`config.mk`:
```
export PLATFORM = sky130hd
export DESIGN_NAME = pipe_mem_arbiter
export DESIGN_NICKNAME = d
export VERILOG_FILES = /design/src/rtl/pipe_mem_pkg.sv /design/src/rtl/pipe_mem_wait_cnt.sv /design/src/rtl/pipe_mem_arbiter.sv
export SDC_FILE = /design/constraint.sdc
export NUM_CORES = 1
export LEC_CHECK = 0
export BUFFER_PORTS_ARGS = -buffer_cell sky130_fd_sc_hd__buf_2
export CAP_MARGIN = 30
export CORE_MARGIN = 3
export CORE_UTILIZATION = 42
export DETAILED_ROUTE_END_ITERATION = 6
export HOLD_SLACK_MARGIN = 0.02
export PLACE_DENSITY = 0.76
export SYNTH_ARGS = -nofsm -noshare
export SYNTH_HDL_FRONTEND = slang
export SYNTH_SLANG_ARGS = --single-unit
```
`constraint.sdc`:
```
create_clock -name clk -period 1.7 [get_ports clk]
set_input_delay 0.085 -clock clk [delete_from_list [all_inputs] [get_ports clk]]
set_output_delay 0.085 -clock clk [all_outputs]
set_load 0.05 [all_outputs]
```
`src/rtl/pipe_mem_pkg.sv`:
```
// Shared types for the IF/MEM unified-memory arbiter.
// Build option: PIPE_MEM_ARB_RR_EN selects round-robin conflict grant.
package pipe_mem_pkg;

  typedef enum logic [1:0] {
    IDLE,
    ACCESS,
    RESP
  } state_t;

  typedef enum logic {
    GNT_I,
    GNT_D
  } grant_t;

endpackage

```
`src/rtl/pipe_mem_wait_cnt.sv`:
```
// Access-cycle counter: clear, enable, saturating at LATENCY-1.
// Ports: clk, clrn, clr_i, en_i in; done_o out (cnt == LATENCY-1).
module pipe_mem_wait_cnt #(
  parameter int LATENCY = 2
) (
  input  logic clk,
  input  logic clrn,
  input  logic clr_i,
  input  logic en_i,
  output logic done_o
);

  localparam int CW = $clog2(LATENCY + 1);
  localparam logic [CW-1:0] LAST = CW'(LATENCY - 1);

  logic [CW-1:0] cnt_q, cnt_d;

  always_comb begin
    cnt_d = cnt_q;
    if (clr_i)
      cnt_d = '0;
    else if (en_i && (cnt_q != LAST))
      cnt_d = cnt_q + CW'(1);
  end

  always_ff @(posedge clk or negedge clrn) begin
    if (!clrn) cnt_q <= '0;
    else       cnt_q <= cnt_d;
  end

  assign done_o = (cnt_q == LAST);

endmodule

```
`src/rtl/pipe_mem_arbiter.sv`:
```
// Shares one fixed-latency memory between IF fetch and MEM data port.
// Ports: clk/clrn; i_* fetch side; d_* data side; m_* memory; busy.
// Build option: PIPE_MEM_ARB_RR_EN (round-robin on conflicts).
module pipe_mem_arbiter
  import pipe_mem_pkg::*;
#(
  parameter int LATENCY = 2,
  parameter int AW      = 32,
  parameter int DW      = 32
) (
  input  logic          clk,
  input  logic          clrn,
  input  logic          i_req,
  input  logic [AW-1:0] i_addr,
  output logic [DW-1:0] i_rdata,
  output logic          i_ready,
  input  logic          d_req,
  input  logic          d_we,
  input  logic [AW-1:0] d_addr,
  input  logic [DW-1:0] d_wdata,
  output logic [DW-1:0] d_rdata,
  output logic          d_ready,
  output logic          m_en,
  output logic          m_we,
  output logic [AW-1:0] m_addr,
  output logic [DW-1:0] m_wdata,
  input  logic [DW-1:0] m_rdata,
  output logic          busy
);

  state_t        state_q, state_d;
  grant_t        gnt_q, gnt_d;
  logic          en_q, en_d;
  logic          we_q, we_d;
  logic [AW-1:0] addr_q, addr_d;
  logic [DW-1:0] wdata_q, wdata_d;
  logic [DW-1:0] irdata_q, irdata_d;
  logic [DW-1:0] drdata_q, drdata_d;
  logic          irdy_q, irdy_d;
  logic          drdy_q, drdy_d;
  logic          busy_q, busy_d;
  logic          cnt_clr, cnt_en, cnt_done;
  logic          sel_d;

`ifdef PIPE_MEM_ARB_RR_EN
  grant_t last_q, last_d;
  // On a conflict, the side not served last time wins.
  assign sel_d = d_req & (~i_req | (last_q == GNT_I));
`else
  assign sel_d = d_req;
`endif

  pipe_mem_wait_cnt #(
    .LATENCY(LATENCY)
  ) u_cnt (
    .clk   (clk),
    .clrn  (clrn),
    .clr_i (cnt_clr),
    .en_i  (cnt_en),
    .done_o(cnt_done)
  );

  always_comb begin
    state_d  = state_q;
    gnt_d    = gnt_q;
    en_d     = en_q;
    we_d     = we_q;
    addr_d   = addr_q;
    wdata_d  = wdata_q;
    irdata_d = irdata_q;
    drdata_d = drdata_q;
    irdy_d   = 1'b0;
    drdy_d   = 1'b0;
    cnt_clr  = 1'b0;
    cnt_en   = 1'b0;
`ifdef PIPE_MEM_ARB_RR_EN
    last_d   = last_q;
`endif
    unique case (state_q)
      IDLE: begin
        if (i_req || d_req) begin
          state_d = ACCESS;
          en_d    = 1'b1;
          cnt_clr = 1'b1;
          if (sel_d) begin
            gnt_d   = GNT_D;
            we_d    = d_we;
            addr_d  = d_addr;
            wdata_d = d_wdata;
          end else begin
            gnt_d   = GNT_I;
            we_d    = 1'b0;
            addr_d  = i_addr;
            wdata_d = '0;
          end
`ifdef PIPE_MEM_ARB_RR_EN
          last_d = sel_d ? GNT_D : GNT_I;
`endif
        end
      end
      ACCESS: begin
        cnt_en = 1'b1;
        if (cnt_done) begin
          state_d = RESP;
          en_d    = 1'b0;
          we_d    = 1'b0;
          // m_rdata is valid in this last access cycle.
          if (gnt_q == GNT_I) begin
            irdata_d = m_rdata;
            irdy_d   = 1'b1;
          end else begin
            if (!we_q) drdata_d = m_rdata;
            drdy_d = 1'b1;
          end
        end
      end
      RESP: begin
        state_d = IDLE;
      end
      default: begin
        state_d = IDLE;
        en_d    = 1'b0;
        we_d    = 1'b0;
      end
    endcase
    busy_d = (state_d != IDLE);
  end

  always_ff @(posedge clk or negedge clrn) begin
    if (!clrn) begin
      state_q  <= IDLE;
      gnt_q    <= GNT_I;
      en_q     <= 1'b0;
      we_q     <= 1'b0;
      addr_q   <= '0;
      wdata_q  <= '0;
      irdata_q <= '0;
      drdata_q <= '0;
      irdy_q   <= 1'b0;
      drdy_q   <= 1'b0;
      busy_q   <= 1'b0;
    end else begin
      state_q  <= state_d;
      gnt_q    <= gnt_d;
      en_q     <= en_d;
      we_q     <= we_d;
      addr_q   <= addr_d;
      wdata_q  <= wdata_d;
      irdata_q <= irdata_d;
      drdata_q <= drdata_d;
      irdy_q   <= irdy_d;
      drdy_q   <= drdy_d;
      busy_q   <= busy_d;
    end
  end

`ifdef PIPE_MEM_ARB_RR_EN
  always_ff @(posedge clk or negedge clrn) begin
    if (!clrn) last_q <= GNT_I;
    else       last_q <= last_d;
  end
`endif

  assign m_en    = en_q;
  assign m_we    = we_q;
  assign m_addr  = addr_q;
  assign m_wdata = wdata_q;
  assign i_rdata = irdata_q;
  assign i_ready = irdy_q;
  assign d_rdata = drdata_q;
  assign d_ready = drdy_q;
  assign busy    = busy_q;

endmodule
```
==> results of run 1 <==
[power groups by stage]
| stage | combinational (W) | clock (W) | sequential [W] |
|---|---|---|---|
| floorplan | 0.00310 | 0 | 0.0110 |
| global placement | 0.0107 | 0 | 0.00575 |
| detailed placement | 0.0109 | 0 | 0.00581 |
| CTS | 0.0112 | 0.00376 | 0.00581 |
| global route | 0.0117 | 0.00390 | 0.00602 |
| finish | 0.0112 | 0.00369 | 0.00583 |
[what timing repair did]
item	4_1_cts	5_1_grt
endpoints found under the setup margin	2	58
hold buffers	93	0
buffers inserted	2	0
endpoints found under the hold margin	251	0
gates resized for setup	9	1
cloned	2	1
[final timing paths]
path                           startpoint           to  slack, ns  cells past startpoint
setup / recovery           u_cnt.cnt_q[1]  d_rdata[19]      -0.05                      7
hold / removal                 i_addr[31]   m_addr[31]       0.04                      3
setup reg to reg           u_cnt.cnt_q[1]  d_rdata[19]      -0.05                      7
hold reg to reg                      m_en         m_en       0.48                      2
max in group asynchronous            clrn   m_wdata[2]       0.95                      3
min in group asynchronous            clrn   i_rdata[2]       0.14                      2
[registers in the layout (all words and copies together), names as in the netlist]
| name | flops |
|---|---|
| d_rdata | 32 |
| i_rdata | 32 |
| m_addr | 32 |
| m_wdata | 32 |
| state_q | 2 |
| u_cnt.cnt_q | 2 |
| busy | 1 |
| d_ready | 1 |
| gnt_q | 1 |
| i_ready | 1 |
| m_en | 1 |
| m_we | 1 |
[layer usage]
| layer | routed length (um) | track usage [%] |
|---|---|---|
| met1 | 6160 | 23.8 |
| met2 | 8180 | 35.8 |
| met3 | 1010 | 5.49 |
| met4 | 359 | 8.82 |
| met5 | 0 | 0 |
[stage by stage]
stage          instances  setup TNS [ns]  hold slack [ns]  total power, W  instance area (um^2)
5_1_grt              908           -3.12           0.0322          0.0216                  8980
4_1_cts              907          -0.383           0.0205          0.0208                  8950
3_3_place_gp         779               0          0.00335          0.0165                  7320
2_1_floorplan        344               0           -0.211          0.0141                  5740
3_5_place_dp         779         -0.0500           0.0153          0.0167                  7320
6_report             908          -0.823           0.0371          0.0208                  8980
[critical path, stage by stage (launching register included)]
cell and delay [ns]:
dfrtp_1 0.38, inv_1 0.06, ha_2 0.17, and4b_1 0.22, nor2b_4 0.20, buf_12 0.15
clkbuf_16 0.15, mux2_4 0.29
[cells by family after synthesis]
logic type | after synthesis
flip-flops | 138
multiplexers | 128
AO/OA/AOI/OAI | 38
buffers and inverters | 24
AND/OR/NAND/NOR | 14
XOR/XNOR | 1
adder cells (fa/ha/maj) | 1
[synthesized netlist by cell type]
cell type,n
dfrtp_1,138
mux2_2,69
mux2_4,59
a22o_1,32
buf_2,8
buf_6,5
clkbuf_1,4
nor2_1,4
buf_12,3
buf_4,3
nand2_1,2
a211oi_1,1
a21o_1,1
a32o_1,1
and2_1,1
and3b_1,1
and4b_1,1
ha_1,1
inv_1,1
nor2b_1,1
nor2b_4,1
nor3_1,1
nor3b_1,1
o21a_1,1
o21ai_0,1
o21ai_1,1
or2_2,1
xnor2_1,1
[layout make-up]
cell class | count | area (um^2) | area share [%]
timing repair buffer | 380 | 2590 | 28.9
clock inverter | 12 | 140 | 1.56
multi-input combinational | 182 | 2110 | 23.6
inverter | 1 | 3.75 | 0.0418
tap | 176 | 220 | 2.45
sequential | 138 | 3450 | 38.5
clock buffer | 19 | 453 | 5.04
==> impl_metrics.toml, run 1 <==
[sta]
finalClockSkew_ns = 0.00614
setup_ws_ns = -0.0452
setup_viol = 32
tightest_slew_ns = 0.481
drv_slew = 0
hold_viol = 0
rsz0062_at_grt = "true"
fin_crit_sh_pct = 103
max_freq_mhz = 573
fin_crit_ns = 1.75
max_slew_margin_pct = 67.9

[detailed_routing]
wire_per_inst_um = 17.3
wirelength_mm = 15.7
vias = 4391
drt_iter0_markers = 248
detail-route-antenna-nets = 0
dr.pass1.iters = 4
vias_per_cell = 4.84
remaining_drc_errors = 0

[cells_and_area]
fin_util_pct = 67.5
diodes = 0
drive_gt1_share_pct = 61.6
mostFrequentLayoutCells = "264 x buf_2, 138 x dfrtp_1, 93 x dlygate4sd3_1, 67 x mux2_2, 61 x mux2_4"
area_delta_synth_final_pct = 56.3
fin_nets = 854
n_fill_cell = 896
mostFrequentLayoutCell = "buf_2"

[floorplan]
start_util_pct = 43.2
ios = 266
rows = 42
dieHeight_um = 123
die_area_um2 = 15100
coreArea_um2 = 13300
die_w_um = 123

[setup_path]
end_kind = "flip-flop"
cp_max_fo = 5
crit_path_start_kind = "flip-flop"
crit_type = "flip-flop to flip-flop"
worstPathRequired_ns = 1.99
cp_data_arrival_time_ns = 2.04

[status]
status = "finished with violations"
violations = "setup timing"

[pwr]
max-vdd-ir-drop_mv = 1.18
leakage_nw = 4.47
power_density_nw_per_um2 = 2310
power_frac_comb_pct = 54.1
internal_power_w = 0.0109
p_clk_share_pct = 17.8
seq_power_share_pct = 28.1
switchingPower_w = 0.00987
switching_share_pct = 47.6

[global_routing]
grt_pass1_wl_mm = 24.0
grt_max_degree = 57
grt_pass1_vias = 4806
overflow = 0
grtUsageTotal_pct = 20.5
grt_antenna_before_repair = 0

[yosys]
syn-num-nets = 478
synth_top_cell_area_share_pct = 60.1
muxShareOfSynthArea_pct = 28.9
synth_top_area_cell = "dfrtp_1"
synth_compound_area_share_pct = 5.62
syn_area_um2 = 5740
syn-mean-instance-area_um2 = 16.7
synthAdderAreaFrac_pct = 0.218
yosys.area_share.simple_pct = 1.50
synth_xor_area_share_pct = 0.152
ys_ff_latch = 138
synth_area_leaders = "dfrtp_1 60%, mux2_4 15%, mux2_2 14%"
ys_types = 28
syn_inst = 344
seq_area_frac_synth_pct = 60.1
ys.warnings.count = 0
synth_top_family_by_area = "multiplexers"

[place]
portBuffers = 265
dp_hpwl_mm = 9.90
gp_congestion = 0.745
dpl_worst_slack_ns = -0.0263

[min_path]
worst_hold_path_type = "primary input to flip-flop"

[flow_run]
max-cap-violations = 0

[clocking]
cts.sinks = 138
cts_buffers = 17
cts_root_buf = "clkbuf_16"
cts_tree = "yes"
worstSkewPairLatency_ns = 0.42
clk_pin_slew_ns = 0.06
clk_path_buf_depth = 2
cts_htree_levels = 4
No activity file was read; power rests on OpenSTA's default activity.
==> run 2, diff against run 1 <==
- CORE_UTILIZATION: 42 -> 47
- PLACE_DENSITY: 0.76 -> 0.8
- clock period: 1.7 -> 1.8 ns (I/O delays scaled with it)
==> impl_metrics.toml, run 2 (synthesis gave the netlist of run 1 again) <==
[status]
status = "finished clean"

[place]
dp_hpwl_mm = 10.0
place_area_um2 = 7240
dp_cells = 741
portBuffers = 265
gp_congestion = 0.775

[pwr]
p_clk_share_pct = 17.0
switching_share_pct = 48.7
seq_power_share_pct = 28.5
leakage_nw = 4.31
power_density_nw_per_um2 = 2250
max-vdd-ir-drop_mv = 1.11
power_frac_comb_pct = 54.5
internal_power_w = 0.00994
switchingPower_w = 0.00942

[setup_path]
crit_family = "buffers and inverters"
worstPathRequired_ns = 2.08
cp_data_arrival_time_ns = 2.00
crit_path_start_kind = "flip-flop"
cp_max_fo = 6
path_buf_inv = 3
crit_path_cell_trace = "inv_1 -> ha_4 -> and4b_1 -> nor2b_4 -> buf_12 -> clkbuf_16 -> mux2_4"
critPathSlowestCell = "dfrtp_1"
crit_type = "flip-flop to flip-flop"
end_kind = "flip-flop"
regToRegSetupSlack_ns = 0.08
critical-path-max-stage-delay_ns = 0.38

[cells_and_area]
fin_cells = 846
fin_nets = 824
mostFrequentLayoutCells = "264 x buf_2, 138 x dfrtp_1, 69 x mux2_2, 68 x dlygate4sd3_1, 59 x mux2_4"
mostFrequentLayoutCell = "buf_2"
diodes = 0
drive_gt1_share_pct = 63.7
area_delta_synth_final_pct = 49.7
finish.instance_area_um2 = 8600

[global_routing]
overflow = 0
grt_antenna_before_repair = 1
grt_pass1_wl_mm = 24.3
grtUsageTotal_pct = 23.5
grt_pass1_vias = 4769
grt_max_degree = 65

[flow_run]
max-cap-violations = 0

[sta]
tightest_slew_ns = 0.457
fin_crit_ns = 1.72
hold_viol = 0
drv_slew = 0
max_slew_margin_pct = 69.5
rsz0062_at_grt = "false"
finalClockSkew_ns = 0.0179
fin_crit_sh_pct = 95.6
finalSetupTns_ns = 0
setup_viol = 0
max_freq_mhz = 581

[detailed_routing]
dr.pass1.iters = 4
wl_met2_mm = 8.71
vias = 4364
wl_met3_mm = 1.04
wire_per_inst_um = 19.4
remaining_drc_errors = 0
wirelength_mm = 16.4
vias_per_cell = 5.16
routed.top_layer = "met5"
wl_met1_mm = 6.24
drt_iter0_markers = 278
detail-route-antenna-nets = 0

[floorplan]
die_w_um = 117
ios = 266
die_area_um2 = 13600
coreArea_um2 = 11700
rows = 39
start_util_pct = 49.3
dieHeight_um = 117

[clocking]
worstSkewPairLatency_ns = 0.42
clk_pin_slew_ns = 0.06
cts_htree_levels = 4
cts_buffers = 17
cts_tree = "yes"
cts_root_buf = "clkbuf_16"
clk_path_buf_depth = 2
cts.sinks = 138

[min_path]
worst_hold_path_type = "primary input to flip-flop"
run 2: area by class of cell:
cell class / instances / area (um^2)
inverter: 1 / 3.75
clock buffer: 17 / 425
sequential: 138 / 3450
timing repair buffer: 350 / 2280
multi-input combinational: 182 / 2120
clock inverter: 15 / 139
tap: 143 / 179
fill: 705 / 3060
run 2: worst register-to-register path, delay by kind of cell, from the launching register on:
family,cells,cell delay [ns]
buf+inv,3,0.39
flops,1,0.38
fa+ha+maj,1,0.14
simple gates,2,0.38
mux,1,0.30
run 2: timing repair:
action,4_1_cts,5_1_grt
resized for setup,0,6
setup endpoints to repair,0,31
hold endpoints to repair,237,0
hold buffers,68,0
buffers inserted,0,2
run 2: metal layers:
layer  vias to the layer above  track usage, %
met5                         -               0
met4                         2            10.5
met3                        35            6.37
met2                       203            41.9
met1                      2182            26.2
li1                       1942               -
run 2: final timing paths:
| path | from | end | depth (start not counted) |
|---|---|---|---|
| worst max-delay path | u_cnt.cnt_q[1] | d_rdata[29] | 7 |
| worst min-delay path | d_addr[0] | m_addr[0] | 3 |
| worst max register to register | u_cnt.cnt_q[1] | d_rdata[29] | 7 |
| worst min register to register | m_addr[2] | m_addr[2] | 1 |
| max in group asynchronous | clrn | m_wdata[22] | 3 |
| min in group asynchronous | clrn | d_rdata[20] | 2 |
run 2: stage by stage:
stage	hold slack, ns	worst slack [ns]	power (W)	utilization [%]
after floorplan	-0.206	0.184	0.0133	-
after global placement	-0.0348	0.119	0.0155	62.1
after detailed placement	-0.0295	0.0477	0.0157	62.1
after CTS	0.0201	0.0484	0.0192	72.7
after global routing	0.0378	0.00183	0.0202	73.7
final	0.0406	0.0800	0.0194	73.7
run 2: power groups by stage:
stage	registers [W]	clock network, W	logic (W)
final	0.00552	0.00329	0.0106
after global routing	0.00569	0.00352	0.0110
after CTS	0.00546	0.00335	0.0104
after detailed placement	0.00546	0	0.0102
after global placement	0.00540	0	0.0101
after floorplan	0.0104	0	0.00293
